--- config.mk ---
export PLATFORM = sky130hd
export DESIGN_NAME = adc_scan_seq
export DESIGN_NICKNAME = d
export VERILOG_FILES = /design/src/rtl/mcu_adc_seq_const_pkg.sv /design/src/rtl/adc_seq_fifo.sv /design/src/rtl/adc_scan_seq.sv
export SDC_FILE = /design/constraint.sdc
export NUM_CORES = 1
export LEC_CHECK = 0
export CORE_ASPECT_RATIO = 0.75
export CORE_MARGIN = 2
export CORE_UTILIZATION = 60
export CTS_BUF_LIST = sky130_fd_sc_hd__clkbuf_16
export DETAILED_ROUTE_END_ITERATION = 16
export HOLD_SLACK_MARGIN = 0.03
export MAX_ROUTING_LAYER = met4
export PLACE_DENSITY = 0.79
export RECOVER_POWER = 50
export SKIP_CTS_REPAIR_TIMING = 1
export SYNTH_ARGS = -nofsm -noshare
export SYNTH_HDL_FRONTEND = slang
export SYNTH_SLANG_ARGS = --single-unit
export TNS_END_PERCENT = 10
--- constraint.sdc ---
create_clock -name PCLK -period 5.45 [get_ports PCLK]
set_input_delay 1.09 -clock PCLK [delete_from_list [all_inputs] [get_ports PCLK]]
set_output_delay 1.09 -clock PCLK [all_outputs]
set_load 0.02 [all_outputs]
--- src/rtl/mcu_adc_seq_const_pkg.sv ---
// Shared constants for the ADC scan sequencer: register map, field positions, reset values, FSM encoding.
// No logic of its own; zero latency.
// No flow control; constants and a pure slot-select helper only.
package mcu_adc_seq_const_pkg;

   // APB word addresses (byte offset >> 2): CR 0x00, LEN 0x04, SQR 0x08, SR 0x0C, DR 0x10
   localparam logic [9:0] WA_CR  = 10'h000;
   localparam logic [9:0] WA_LEN = 10'h001;
   localparam logic [9:0] WA_SQR = 10'h002;
   localparam logic [9:0] WA_SR  = 10'h003;
   localparam logic [9:0] WA_DR  = 10'h004;

   // CR bit positions
   localparam int CR_EN      = 0;
   localparam int CR_CONT    = 1;
   localparam int CR_TRIGSEL = 2;
   localparam int CR_START   = 3;
   localparam int CR_EOSIE   = 4;
   localparam int CR_OVRIE   = 5;
   localparam int CR_TOIE    = 6;

   // SR bit positions
   localparam int SR_EOS  = 0;
   localparam int SR_OVR  = 1;
   localparam int SR_TO   = 2;
   localparam int SR_BUSY = 3;

   // Register reset values
   localparam logic [6:0]  CR_RST  = 7'h00;
   localparam logic [2:0]  LEN_RST = 3'h0;
   localparam logic [31:0] SQR_RST = 32'h0;

   typedef enum logic [2:0] {
      S_IDLE  = 3'd0,
      S_WAIT  = 3'd1,
      S_START = 3'd2,
      S_CONV  = 3'd3,
      S_NEXT  = 3'd4
   } seq_state_t;

   // Channel programmed in sequence slot idx
   function automatic logic [3:0] slot_sel(input logic [31:0] sqr, input logic [2:0] idx);
      return sqr[{idx, 2'b00} +: 4];
   endfunction

endpackage

--- src/rtl/adc_seq_fifo.sv ---
// Result FIFO: 16-bit {ch, data} entries, DEPTH deep (power of 2), flop storage.
// dout shows the head combinationally; push/pop take effect at the next PCLK edge.
// Push while full is dropped unless a pop happens in the same cycle; pop while empty is ignored.
module adc_seq_fifo #(
   parameter  int DEPTH = 8,
   localparam int AW    = $clog2(DEPTH),
   localparam int LW    = AW + 1
) (
   input  logic          PCLK,
   input  logic          PRESETn,
   input  logic          push,
   input  logic          pop,
   input  logic          flush,
   input  logic [15:0]   din,
   output logic          full,
   output logic          empty,
   output logic [LW-1:0] level,
   output logic [15:0]   dout
);

   logic [15:0]   mem_q [DEPTH];
   logic [15:0]   mem_d [DEPTH];
   logic [AW-1:0] wr_ptr_q, wr_ptr_d;
   logic [AW-1:0] rd_ptr_q, rd_ptr_d;
   logic [LW-1:0] cnt_q, cnt_d;
   logic          do_push, do_pop;

   assign full  = (cnt_q == LW'(DEPTH));
   assign empty = (cnt_q == '0);
   assign level = cnt_q;
   assign dout  = mem_q[rd_ptr_q];

   // Next pointers/count; a pop frees the slot a same-cycle push into a full FIFO reuses
   always_comb begin
      mem_d    = mem_q;
      wr_ptr_d = wr_ptr_q;
      rd_ptr_d = rd_ptr_q;
      cnt_d    = cnt_q;
      do_pop   = pop & ~empty;
      do_push  = push & (~full | do_pop);
      if (flush) begin
         wr_ptr_d = '0;
         rd_ptr_d = '0;
         cnt_d    = '0;
      end else begin
         if (do_push) begin
            mem_d[wr_ptr_q] = din;
            wr_ptr_d        = wr_ptr_q + AW'(1);
         end
         if (do_pop) begin
            rd_ptr_d = rd_ptr_q + AW'(1);
         end
         cnt_d = cnt_q + LW'(do_push) - LW'(do_pop);
      end
   end

   // Storage and pointer registers
   always_ff @(posedge PCLK or negedge PRESETn) begin
      if (!PRESETn) begin
         mem_q    <= '{default: '0};
         wr_ptr_q <= '0;
         rd_ptr_q <= '0;
         cnt_q    <= '0;
      end else begin
         mem_q    <= mem_d;
         wr_ptr_q <= wr_ptr_d;
         rd_ptr_q <= rd_ptr_d;
         cnt_q    <= cnt_d;
      end
   end

endmodule

--- src/rtl/adc_scan_seq.sv ---
// APB-programmed ADC scan sequencer: up to 8 channels per sequence, results tagged and queued for the CPU.
// SW START -> ADC_START two cycles after the setup phase; ext trigger -> ADC_START 3 cycles after the edge.
// No backpressure to the ADC: a result arriving with the FIFO full is dropped and flagged OVR.
module adc_scan_seq
   import mcu_adc_seq_const_pkg::*;
#(
   parameter int FIFO_DEPTH = 8,
   parameter int TIMEOUT    = 64
) (
   input  logic        PCLK,
   input  logic        PRESETn,
   input  logic        PSEL,
   input  logic [11:2] PADDR,
   input  logic        PENABLE,
   input  logic        PWRITE,
   input  logic [31:0] PWDATA,
   output logic [31:0] PRDATA,
   output logic        PREADY,
   output logic        PSLVERR,
   input  logic        ADC_READY,
   input  logic        ADC_DONE,
   input  logic [11:0] ADC_DATA,
   input  logic        TRIG_IN,
   output logic        ADC_START,
   output logic [3:0]  ADC_CHSEL,
   output logic        SEQ_INT
);

   localparam int LW = $clog2(FIFO_DEPTH) + 1;
   localparam int TW = $clog2(TIMEOUT + 1);

   seq_state_t    state_q, state_d;
   logic [6:0]    cr_q, cr_d;
   logic [2:0]    len_q, len_d;
   logic [31:0]   sqr_q, sqr_d;
   logic          eos_q, eos_d, ovr_q, ovr_d, to_q, to_d;
   logic [2:0]    idx_q, idx_d;
   logic [TW-1:0] cnt_q, cnt_d;
   logic          sync1_q, sync2_q, sync3_q;
   logic          adc_start_q, adc_start_d;
   logic [3:0]    chsel_q, chsel_d;
   logic          int_q, int_d;
   logic [31:0]   prdata_q, prdata_d;

   logic          wr_en, rd_en, wr_cr, wr_sr, en_d, trig_pulse, busy, leave_wait;
   logic          eos_set, to_set, ovr_set;
   logic          fifo_push, fifo_pop, fifo_flush, fifo_full, fifo_empty;
   logic [LW-1:0] fifo_level;
   logic [15:0]   fifo_din, fifo_dout;
   logic [31:0]   rdata;

   assign PREADY  = 1'b1;
   assign PSLVERR = 1'b0;
   assign PRDATA    = prdata_q;
   assign ADC_START = adc_start_q;
   assign ADC_CHSEL = chsel_q;
   assign SEQ_INT   = int_q;

   assign wr_en = PSEL & PWRITE & ~PENABLE;
   assign rd_en = PSEL & ~PWRITE & ~PENABLE;
   assign wr_cr = wr_en & (PADDR == WA_CR);
   assign wr_sr = wr_en & (PADDR == WA_SR);
   // EN as it will be after this edge, so a disable acts in the same cycle it is written
   assign en_d  = wr_cr ? PWDATA[CR_EN] : cr_q[CR_EN];

   assign trig_pulse = sync2_q & ~sync3_q;
   assign busy       = state_q inside {S_START, S_CONV, S_NEXT};
   assign fifo_din   = {slot_sel(sqr_q, idx_q), ADC_DATA};
   assign fifo_flush = ~en_d;
   assign fifo_pop   = rd_en & (PADDR == WA_DR) & ~fifo_empty;
   assign ovr_set    = fifo_push & fifo_full & ~fifo_pop;
   assign leave_wait = (state_q == S_WAIT) && (state_d != S_WAIT);

   // Sequencer next state, slot index, timeout counter and result push
   always_comb begin
      state_d   = state_q;
      idx_d     = idx_q;
      cnt_d     = cnt_q;
      fifo_push = 1'b0;
      eos_set   = 1'b0;
      to_set    = 1'b0;
      case (state_q)
         S_IDLE:  state_d = S_WAIT;
         S_WAIT: begin
            if (ADC_READY && (cr_q[CR_TRIGSEL] ? trig_pulse : cr_q[CR_START])) begin
               state_d = S_START;
            end
         end
         S_START: begin
            cnt_d   = '0;
            state_d = S_CONV;
         end
         S_CONV: begin
            if (ADC_DONE) begin
               fifo_push = 1'b1;
               state_d   = S_NEXT;
            end else if (cnt_q == TW'(TIMEOUT - 1)) begin
               to_set  = 1'b1;
               idx_d   = '0;
               state_d = S_WAIT;
            end else begin
               cnt_d = cnt_q + TW'(1);
            end
         end
         S_NEXT: begin
            if (idx_q == len_q) begin
               eos_set = 1'b1;
               idx_d   = '0;
               state_d = cr_q[CR_CONT] ? S_START : S_WAIT;
            end else begin
               idx_d   = idx_q + 3'd1;
               state_d = S_START;
            end
         end
         default: state_d = S_IDLE;
      endcase
      // Disable wins from any state; an in-flight result is discarded
      if (!en_d) begin
         state_d   = S_IDLE;
         idx_d     = '0;
         fifo_push = 1'b0;
      end
   end

   // Register file, status flags (set beats W1C), interrupt, ADC outputs and read data
   always_comb begin
      cr_d  = cr_q;
      len_d = len_q;
      sqr_d = sqr_q;
      if (wr_en) begin
         case (PADDR)
            WA_CR:   cr_d  = PWDATA[6:0];
            WA_LEN:  len_d = PWDATA[2:0];
            WA_SQR:  sqr_d = PWDATA;
            default: ;
         endcase
      end
      if (leave_wait || !en_d) begin
         cr_d[CR_START] = 1'b0;
      end
      eos_d = (eos_q & ~(wr_sr & PWDATA[SR_EOS])) | eos_set;
      ovr_d = (ovr_q & ~(wr_sr & PWDATA[SR_OVR])) | ovr_set;
      to_d  = (to_q  & ~(wr_sr & PWDATA[SR_TO]))  | to_set;
      int_d = (eos_q & cr_q[CR_EOSIE]) | (ovr_q & cr_q[CR_OVRIE]) | (to_q & cr_q[CR_TOIE]);
      adc_start_d = (state_d == S_START);
      chsel_d     = (state_d == S_START) ? slot_sel(sqr_q, idx_d) : chsel_q;
      case (PADDR)
         WA_CR:   rdata = {25'h0, cr_q};
         WA_LEN:  rdata = {29'h0, len_q};
         WA_SQR:  rdata = sqr_q;
         WA_SR:   rdata = {23'h0, 5'(fifo_level), busy, to_q, ovr_q, eos_q};
         WA_DR:   rdata = fifo_empty ? 32'h0 : {16'h0, fifo_dout};
         default: rdata = 32'h0;
      endcase
      prdata_d = rd_en ? rdata : prdata_q;
   end

   // FSM state register
   always_ff @(posedge PCLK or negedge PRESETn) begin
      if (!PRESETn) begin
         state_q <= S_IDLE;
      end else begin
         state_q <= state_d;
      end
   end

   // Datapath, register and trigger-synchroniser flops
   always_ff @(posedge PCLK or negedge PRESETn) begin
      if (!PRESETn) begin
         cr_q        <= CR_RST;
         len_q       <= LEN_RST;
         sqr_q       <= SQR_RST;
         eos_q       <= 1'b0;
         ovr_q       <= 1'b0;
         to_q        <= 1'b0;
         idx_q       <= '0;
         cnt_q       <= '0;
         sync1_q     <= 1'b0;
         sync2_q     <= 1'b0;
         sync3_q     <= 1'b0;
         adc_start_q <= 1'b0;
         chsel_q     <= '0;
         int_q       <= 1'b0;
         prdata_q    <= '0;
      end else begin
         cr_q        <= cr_d;
         len_q       <= len_d;
         sqr_q       <= sqr_d;
         eos_q       <= eos_d;
         ovr_q       <= ovr_d;
         to_q        <= to_d;
         idx_q       <= idx_d;
         cnt_q       <= cnt_d;
         sync1_q     <= TRIG_IN;
         sync2_q     <= sync1_q;
         sync3_q     <= sync2_q;
         adc_start_q <= adc_start_d;
         chsel_q     <= chsel_d;
         int_q       <= int_d;
         prdata_q    <= prdata_d;
      end
   end

   adc_seq_fifo #(.DEPTH(FIFO_DEPTH)) u_fifo (
      .PCLK    (PCLK),
      .PRESETn (PRESETn),
      .push    (fifo_push),
      .pop     (fifo_pop),
      .flush   (fifo_flush),
      .din     (fifo_din),
      .full    (fifo_full),
      .empty   (fifo_empty),
      .level   (fifo_level),
      .dout    (fifo_dout)
   );

endmodule

==> impl_metrics.env, run 1 <==
export IMPL_avgSynthCellArea_um2=12.5
export IMPL_power_frac_comb=0.048
export IMPL_crit_fanout=16
export IMPL_worst_r2r_endpoint="ADC_CHSEL[3]"
export IMPL_drv_slew=133
export IMPL_syn_area_mm2=0.0112
export IMPL_place_gp_congestion=0.845
export IMPL_core_area_mm2=0.0184
export IMPL_die_area_mm2=0.0198
export IMPL_initial_core_util=0.608
export IMPL_end_kind="flip-flop"
export IMPL_mappedNetlistNets=966
export IMPL_p_clk_frac=0.433
export IMPL_critical_path_class="input port to flip-flop"
export IMPL_hold_depth=0
export IMPL_fin_area_mm2=0.0130
export IMPL_place_inst=1196
export IMPL_grt_max_degree=134
export IMPL_p_switching_uw=772
export IMPL_clock_latency_ns=0.52
export IMPL_cts_sinks=237
export IMPL_antenna_found_initial=0
export IMPL_num_rows=43
export IMPL_drtAntennaViolNets=0
export IMPL_cp_startpoint="PADDR[7]"
export IMPL_failed_checks="max-capacitance violations, max-slew violations"
export IMPL_ys_top_cells_by_area="dfrtp_1, mux2_2, mux4_2"
export IMPL_maxCapViolCount=1
export IMPL_vias_per_cell=6.13
export IMPL_die_x_um=162
export IMPL_sequentialPowerShare=0.519
export IMPL_cts_max_path_buffers=3
export IMPL_clk_pin_slew_ns=0.06
export IMPL_reg2reg_setup_slack_ns=2.58
export IMPL_endpoint="u_fifo.mem_q[57]"
export IMPL_utilization=0.708
export IMPL_grt_pass1_vias=7482
export IMPL_gr_total_overflow=0
export IMPL_synth_common_cells="dfrtp_1, mux2_2, nand2_1"
export IMPL_place_area_mm2=0.0124
export IMPL_area_growth_pct=16.5
export IMPL_fin_cells=1238
export IMPL_grt_pass1_wl_mm=40.8
export IMPL_fin_crit_sh=0.814
export IMPL_start_kind="input port"
export IMPL_num_nets_final=1047
export IMPL_n_antenna_cell=0
export IMPL_fin_ws_ns=1.01
export IMPL_power_density_mw_per_mm2=263
export IMPL_worstHoldPathType="flip-flop to flip-flop"
export IMPL_yosys_cell_types_count=65
export IMPL_p_sw_frac=0.225
export IMPL_htreeDepth=1
export IMPL_grtUsageTotal=0.273
export IMPL_holdWs_ns=0.360
export IMPL_routedWlPerCell_um=20.6
export IMPL_fin_skew_ns=0.0129
export IMPL_rsz0062_at_grt="false"
export IMPL_yosysTopAreaCellShare=0.530
export IMPL_die_y_um=122
export IMPL_drt_pass1_iterations=5
export IMPL_ios=102
export IMPL_dp_hpwl_mm=16.7
export IMPL_setup_tns_ns=0
export IMPL_yosysMostFrequentCell="dfrtp_1"
export IMPL_ys_seq_elements=237
export IMPL_wirelength_mm=25.5
export IMPL_io_buffers=99
export IMPL_drt_iter0_drc=538
export IMPL_required_ns=5.85
export IMPL_p_leak_nw=6.12
export IMPL_slew_headroom=-1.20
export IMPL_period_needed_ns=4.44
export IMPL_syn_instance_count=893
export IMPL_critical_path_arrival_ns=4.84
export IMPL_synth_flop_cell="dfrtp_1"
export IMPL_drive_gt1_frac=0.217
export IMPL_cts_tree="built"
export IMPL_reg2reg_depth=8
export IMPL_worstMarginPinSlew_ns=3.30
export IMPL_cts_inserted_buffers=23
export IMPL_setup_viol_count_final=0
export IMPL_ys_async_sr_fraction=1.00
export IMPL_power_total_mw=3.43
export IMPL_root_buffer="clkbuf_16"
export IMPL_dpl_worst_slack_ns=0.941
export IMPL_yosysSeqAreaShare=0.530
export IMPL_max_freq_mhz=225
export IMPL_synth_edf_count=0
export IMPL_timing_hold_violations_final=0
export IMPL_yosys_area_top_type="dfrtp_1"
export IMPL_ys_warn_count=0
export IMPL_peakVddDrop_mv=0.236
export IMPL_crit_reg2reg_launch="cnt_q[0]"
export IMPL_drc=0
export IMPL_vias=7584
export IMPL_status="finished with violations"
export IMPL_intPower_mw=2.66
## logic make-up after synthesis
group           synth area share
simple gates               0.103
compound gates            0.0691
mux                        0.246
fa+ha+maj                 0.0130
flops                      0.530
other cells             0.000671
xor+xnor                  0.0102
buf+inv                   0.0282
## sequential cells by signal (all words and copies together) (netlist names), 4 cells and up
register / flops
ADC_CHSEL: 4
PRDATA: 32
cnt_q: 7
cr_q: 7
sqr_q: 32
u_fifo.level: 4
u_fifo.mem_q: 128
## placed cells by master (no fill, tap or decap), drive strengths merged, types with 6 or more instances in the layout
cell and count:
dfrtp 237, mux2 140, nand2 103, clkdlybuf4s50 96, nor2 64, mux4 40
o21ai 33, mux2i 26, a21oi 24, clkbuf 24, nand3 23, buf 17
inv 15, a221oi 11, clkinv 11, ha 10, xnor2 8, a31oi 7
nand2b 6, a22o 6, nand4 6
## metal layers
layer	routed length (um)	up-vias	global-route usage
li1	-	3396	-
met1	11800	3885	0.408
met2	11200	260	0.393
met3	1960	43	0.0534
met4	511	0	0.0636
met5	0	-	-
## how the worst min path moves through the flow
stage / start / endpoint
2_1_floorplan: sync1_q / sync2_q
5_1_grt: sync1_q / sync2_q
3_3_place_gp: sync1_q / sync2_q
3_5_place_dp: sync1_q / sync2_q
4_1_cts: sync1_q / sync2_q
6_report: sync1_q / sync2_q
## power groups by stage
stage               logic (mW)  clock network (mW)  registers, mW
floorplan               0.0293                   0           1.83
global placement         0.167                   0           1.81
detailed placement       0.168                   0           1.81
CTS                      0.169                1.50           1.78
global route             0.180                1.58           1.78
finish                   0.164                1.48           1.78
## final cells by class
class / count / area [um^2]
clock buffer: 23 / 576
sequential: 237 / 5930
timing repair buffer: 116 / 1130
tap: 247 / 309
fill: 1267 / 5370
clock inverter: 19 / 115
inverter: 10 / 37.5
multi-input combinational: 586 / 4930
## worst max-delay path, stage by stage
cell,delay (ns)
clkdlybuf4s50_1,0.40
nor4_1,0.79
nand4_2,0.48
mux2i_4,0.43
nor3b_2,0.22
buf_4,0.20
nand4bb_1,0.53
buf_4,0.41
mux2_2,0.28
No activity file was read; power rests on OpenSTA's default activity.
==> run 2, diff against run 1 <==
- CORE_UTILIZATION: 60 -> 52
- PLACE_DENSITY: 0.79 -> 0.72
- clock period: 5.45 -> 3.6 ns (I/O delays scaled with it)
==> run 2 against run 1 <==
The run still ends with max-capacitance violations, max-slew violations left. Setup slack worse by 0.59 ns. Global-route usage down 2.6 points. Via count down 0.18%. Core utilization down 7.6 points. Register-to-register slack worse by 1.7 ns. Worst hold slack better by 0.0078 ns. Sequential share of layout area down 1.1 points. Clock skew up 0.0024 ns. Clock power up 62%. Clock-buffer cell count up 2. Critical endpoint is now u_fifo.mem_q[23]. Largest cell class unchanged.
==> impl_metrics.env, run 2 (synthesis results as in run 1) <==
export IMPL_vias=7570
export IMPL_wirelength_mm=26.5
export IMPL_slew_headroom=-0.710
export IMPL_holdWs_ns=0.368
export IMPL_die_area_mm2=0.0227
export IMPL_n_antenna_cell=0
export IMPL_die_x_um=173
export IMPL_mostFrequentLayoutCells="dfrtp_1, mux2_2, nand2_1"
export IMPL_critical_path_class="input port to flip-flop"
export IMPL_area_growth_pct=19.3
export IMPL_num_rows=46
export IMPL_cp_startpoint="PADDR[4]"
export IMPL_fin_skew_ns=0.0153
export IMPL_ios=102
export IMPL_setup_tns_ns=0
export IMPL_gr_total_overflow=0
export IMPL_crit_reg2reg_launch="cnt_q[0]"
export IMPL_worstMarginPinSlew_ns=2.56
export IMPL_cts_sinks=237
export IMPL_drt_pass1_iterations=5
export IMPL_drv_slew=97
export IMPL_root_buffer="clkbuf_16"
export IMPL_drive_gt1_frac=0.232
export IMPL_clock_latency_ns=0.52
export IMPL_dp_hpwl_mm=17.7
export IMPL_die_y_um=131
export IMPL_final_common_cell="dfrtp_1"
export IMPL_period_needed_ns=3.18
export IMPL_failed_checks="max-capacitance violations, max-slew violations"
export IMPL_num_nets_final=1068
export IMPL_rsz0062_at_grt="false"
export IMPL_grtUsageTotal=0.247
export IMPL_initial_core_util=0.530
export IMPL_fin_crit_sh=0.882
export IMPL_clk_pin_slew_ns=0.06
export IMPL_start_kind="input port"
export IMPL_fin_area_mm2=0.0133
export IMPL_io_buffers=99
export IMPL_grt_max_degree=99
export IMPL_hp_start="sync1_q"
export IMPL_largest_register="u_fifo.mem_q"
export IMPL_worstHoldPathType="flip-flop to flip-flop"
export IMPL_htreeDepth=1
export IMPL_antenna_found_initial=0
export IMPL_cts_tree="built"
export IMPL_vias_per_cell=5.83
export IMPL_required_ns=3.99
export IMPL_drtAntennaViolNets=0
export IMPL_critical_path_arrival_ns=3.56
export IMPL_maxCapViolCount=1
export IMPL_routedWlPerCell_um=20.4
export IMPL_place_area_mm2=0.0126
export IMPL_p_leak_nw=6.27
export IMPL_largest_reg_flops=128
export IMPL_grt_pass1_wl_mm=42.3
export IMPL_max_freq_mhz=315
export IMPL_end_kind="flip-flop"
export IMPL_utilization=0.632
export IMPL_grt_pass1_vias=7438
export IMPL_drt_iter0_drc=748
export IMPL_peakVddDrop_mv=0.357
export IMPL_crit_fanout=16
export IMPL_worst_r2r_endpoint="ADC_CHSEL[3]"
export IMPL_place_gp_congestion=0.893
export IMPL_reg2reg_depth=9
export IMPL_power_density_mw_per_mm2=401
export IMPL_endpoint="u_fifo.mem_q[23]"
export IMPL_reg2reg_setup_slack_ns=0.89
export IMPL_drc=0
export IMPL_cts_max_path_buffers=3
export IMPL_timing_hold_violations_final=0
export IMPL_cts_inserted_buffers=24
export IMPL_core_area_mm2=0.0211
export IMPL_setup_viol_count_final=0
export IMPL_status="finished with violations"
[run 2: cell count changes in the layout (fill, tap and decap cells not counted), moves of 2 or more]
cell	previous run	this run
clkinvlp_4	2	0
clkbuf_1	0	2
clkbuf_16	23	25
clkinv_1	7	4
clkinv_2	4	6
buf_4	16	28
buf_12	1	7
[run 2: area by class of cell]
type,instances,area [um^2]
well taps,288,360
clock buffers,25,626
repair buffers,136,1340
inverters,10,37.5
multi-input cells,586,4930
clock inverters,16,120
fillers,1634,7770
flip-flops and latches,237,5930
[run 2: metrics by stage]
step / setup WS (ns) / total power, mW / instances
after floorplan: 0.698 / 2.81 / 893
after global placement: 0.273 / 3.01 / 1257
after detailed placement: 0.171 / 3.01 / 1257
after CTS: 0.697 / 5.42 / 1298
after global routing: 0.288 / 5.55 / 1298
final: 0.424 / 5.36 / 1298
[run 2: per-layer routing]
layer	up-vias	share of wire	GRT usage
li1	3438	-	-
met1	3847	0.47	0.359
met2	243	0.44	0.363
met3	42	0.067	0.0472
met4	0	0.022	0.0568
met5	-	0	-
[run 2: worst min-delay path by stage]
stage / to / slack [ns] / depth (start not counted)
floorplan: sync2_q / 0.33 / 0
global placement: sync3_q / 0.35 / 0
detailed placement: sync2_q / 0.36 / 0
CTS: u_fifo.mem_q[104] / 0.27 / 1
global route: sync2_q / 0.37 / 0
finish: sync2_q / 0.37 / 0
[run 2: critical path, stage by stage]
cell and delay, ns:
clkdlybuf4s50_1 0.45, nor4_1 0.72, nand4_2 0.24, mux2i_4 0.25, nor3b_2 0.19, buf_4 0.20
and4b_1 0.28, buf_12 0.18, mux2_1 0.33
[run 2: report_power, final]
part / internal [mW] / leakage, nW / switching, mW
clock network: 1.39 / 0.391 / 1.01
registers: 2.68 / 3.28 / 0.0157
logic: 0.112 / 2.60 / 0.145
==> run 3, diff against run 2 <==
--- a/config.mk
+++ b/config.mk
@@ -11,6 +11,5 @@
 export CTS_BUF_LIST = sky130_fd_sc_hd__clkbuf_16
 export DETAILED_ROUTE_END_ITERATION = 16
-export HOLD_SLACK_MARGIN = 0.03
-export MAX_ROUTING_LAYER = met4
+export HOLD_SLACK_MARGIN = 0.02
 export PLACE_DENSITY = 0.72
 export RECOVER_POWER = 50
==> constraint.sdc (replaced) <==
create_clock -name PCLK -period 3.6 [get_ports PCLK]
set_input_delay 0.36 -clock PCLK [delete_from_list [all_inputs] [get_ports PCLK]]
set_output_delay 0.36 -clock PCLK [all_outputs]
set_load 0.02 [all_outputs]
==> run 3 against run 2 <==
Critical endpoint is now u_fifo.mem_q[27]. Highest routed layer unchanged. The flow finishes with violations (negative hold slack). Setup slack improved by 0.24 ns. Combinational power decreased by 2%. Non-clock buffer count fell by 8. Sequential power about the same. Register-to-register slack worse by 0.10 ns. Total power decreased by 1.1%. Critical path type unchanged. Sequential share of layout area increased by 0.42 points. Worst hold slack worse by 0.43 ns. Via count down 0.82%. Clock-buffer cell count unchanged.
==> impl_metrics.env, run 3 (synthesis results as in run 1) <==
export IMPL_cts_inserted_buffers=25
export IMPL_grt_pass1_wl_mm=42.5
export IMPL_grt_pass1_vias=7464
export IMPL_fin_skew_ns=0.0162
export IMPL_vias_per_cell=5.82
export IMPL_fin_crit_sh=0.816
export IMPL_critical_path_class="input port to flip-flop"
export IMPL_start_kind="input port"
export IMPL_num_rows=46
export IMPL_drive_gt1_frac=0.225
export IMPL_num_nets_final=1061
export IMPL_cts_max_path_buffers=3
export IMPL_clk_pin_slew_ns=0.06
export IMPL_timing_hold_violations_final=48
export IMPL_period_needed_ns=2.94
export IMPL_drt_pass1_iterations=5
export IMPL_ios=102
export IMPL_mostFrequentLayoutCells="dfrtp_1, mux2_2, nand2_1"
export IMPL_power_total_mw=5.30
export IMPL_rsz0062_at_grt="false"
export IMPL_vias=7508
export IMPL_io_buffers=99
export IMPL_holdWs_ns=-0.0614
export IMPL_root_buffer="clkbuf_16"
export IMPL_drv_slew=0
export IMPL_htreeDepth=1
export IMPL_setup_tns_ns=0
export IMPL_crit_fanout=12
export IMPL_area_growth_pct=18.2
export IMPL_gr_total_overflow=0
export IMPL_critical_path_arrival_ns=3.33
export IMPL_drc=0
export IMPL_drtAntennaViolNets=0
export IMPL_num_fill_cells=1674
export IMPL_cts_sinks=237
export IMPL_worstMarginPinSlew_ns=1.44
export IMPL_wirelength_mm=26.3
export IMPL_peakVddDrop_mv=0.262
export IMPL_routedWlPerCell_um=20.4
export IMPL_failed_checks="negative hold slack"
export IMPL_status="finished with violations"
export IMPL_slew_headroom=0.0413
export IMPL_largest_register="u_fifo.mem_q"
export IMPL_largest_reg_flops=128
export IMPL_maxCapViolCount=0
export IMPL_reg2reg_depth=9
export IMPL_grtUsageTotal=0.239
export IMPL_die_area_mm2=0.0227
export IMPL_required_ns=3.99
export IMPL_p_leak_nw=6.21
export IMPL_setup_viol_count_final=0
export IMPL_clock_latency_ns=0.52
export IMPL_drt_iter0_drc=646
export IMPL_final_common_cell="dfrtp_1"
export IMPL_die_y_um=131
export IMPL_place_gp_congestion=0.865
export IMPL_end_kind="flip-flop"
export IMPL_power_density_mw_per_mm2=401
export IMPL_max_freq_mhz=340
export IMPL_grt_max_degree=130
export IMPL_core_area_mm2=0.0211
export IMPL_dp_hpwl_mm=17.5
export IMPL_n_antenna_cell=0
export IMPL_utilization=0.626
export IMPL_initial_core_util=0.530
export IMPL_worstHoldPathType="input port to asynchronous set/reset pin"
export IMPL_die_x_um=173
export IMPL_cts_tree="built"
export IMPL_antenna_found_initial=0
run 3: final timing paths:
path                               start                to  slack, ns
worst max-delay path            PADDR[7]  u_fifo.mem_q[27]       0.66
worst min-delay path             PRESETn  u_fifo.mem_q[72]      -0.06
worst max register to register  cnt_q[0]      ADC_CHSEL[1]       0.79
worst min register to register   sync1_q           sync2_q       0.35
max in group asynchronous        PRESETn         sqr_q[18]       1.75
min in group PCLK                sync1_q           sync2_q       0.35
run 3: layout make-up:
type,instances,area (um^2),area share
repair buffers,128,1230,0.0932
flip-flops and latches,237,5930,0.449
multi-input cells,586,4940,0.373
clock inverters,16,97.6,0.00738
clock buffers,25,626,0.0473
inverters,10,37.5,0.00284
well taps,288,360,0.0272
run 3: critical path, stage by stage:
cell and delay, ns:
dlygate4sd3_1 0.57, nor4_4 0.41, nand4_1 0.24, o311ai_2 0.31, nor3b_2 0.45, and4b_1 0.34, buf_4 0.28, mux2_1 0.35
run 3: per-layer routing:
metal / GRT usage / vias to the layer above / routed length (um)
li1: - / 3431 / -
met1: 0.374 / 3821 / 12800
met2: 0.354 / 219 / 11500
met3: 0.0420 / 37 / 1620
met4: 0.0474 / 0 / 441
met5: 0 / - / 0
run 3: report_power, final:
part           switching, mW  internal (mW)
Clock                   1.03           1.32
Combinational          0.142          0.110
Sequential            0.0143           2.68
run 3: metrics by stage:
| stage | cell area [um^2] | hold WS [ns] | cells | worst slack (ns) |
|---|---|---|---|---|
| after floorplan | 11200 | 0.0644 | 893 | 1.06 |
| after global routing | 13200 | 0.0256 | 1290 | 0.456 |
| final | 13200 | -0.0614 | 1290 | 0.662 |
| after global placement | 12500 | 0.333 | 1249 | 0.315 |
| after CTS | 13200 | 0.00896 | 1290 | 0.807 |
| after detailed placement | 12500 | 0.337 | 1249 | 0.279 |
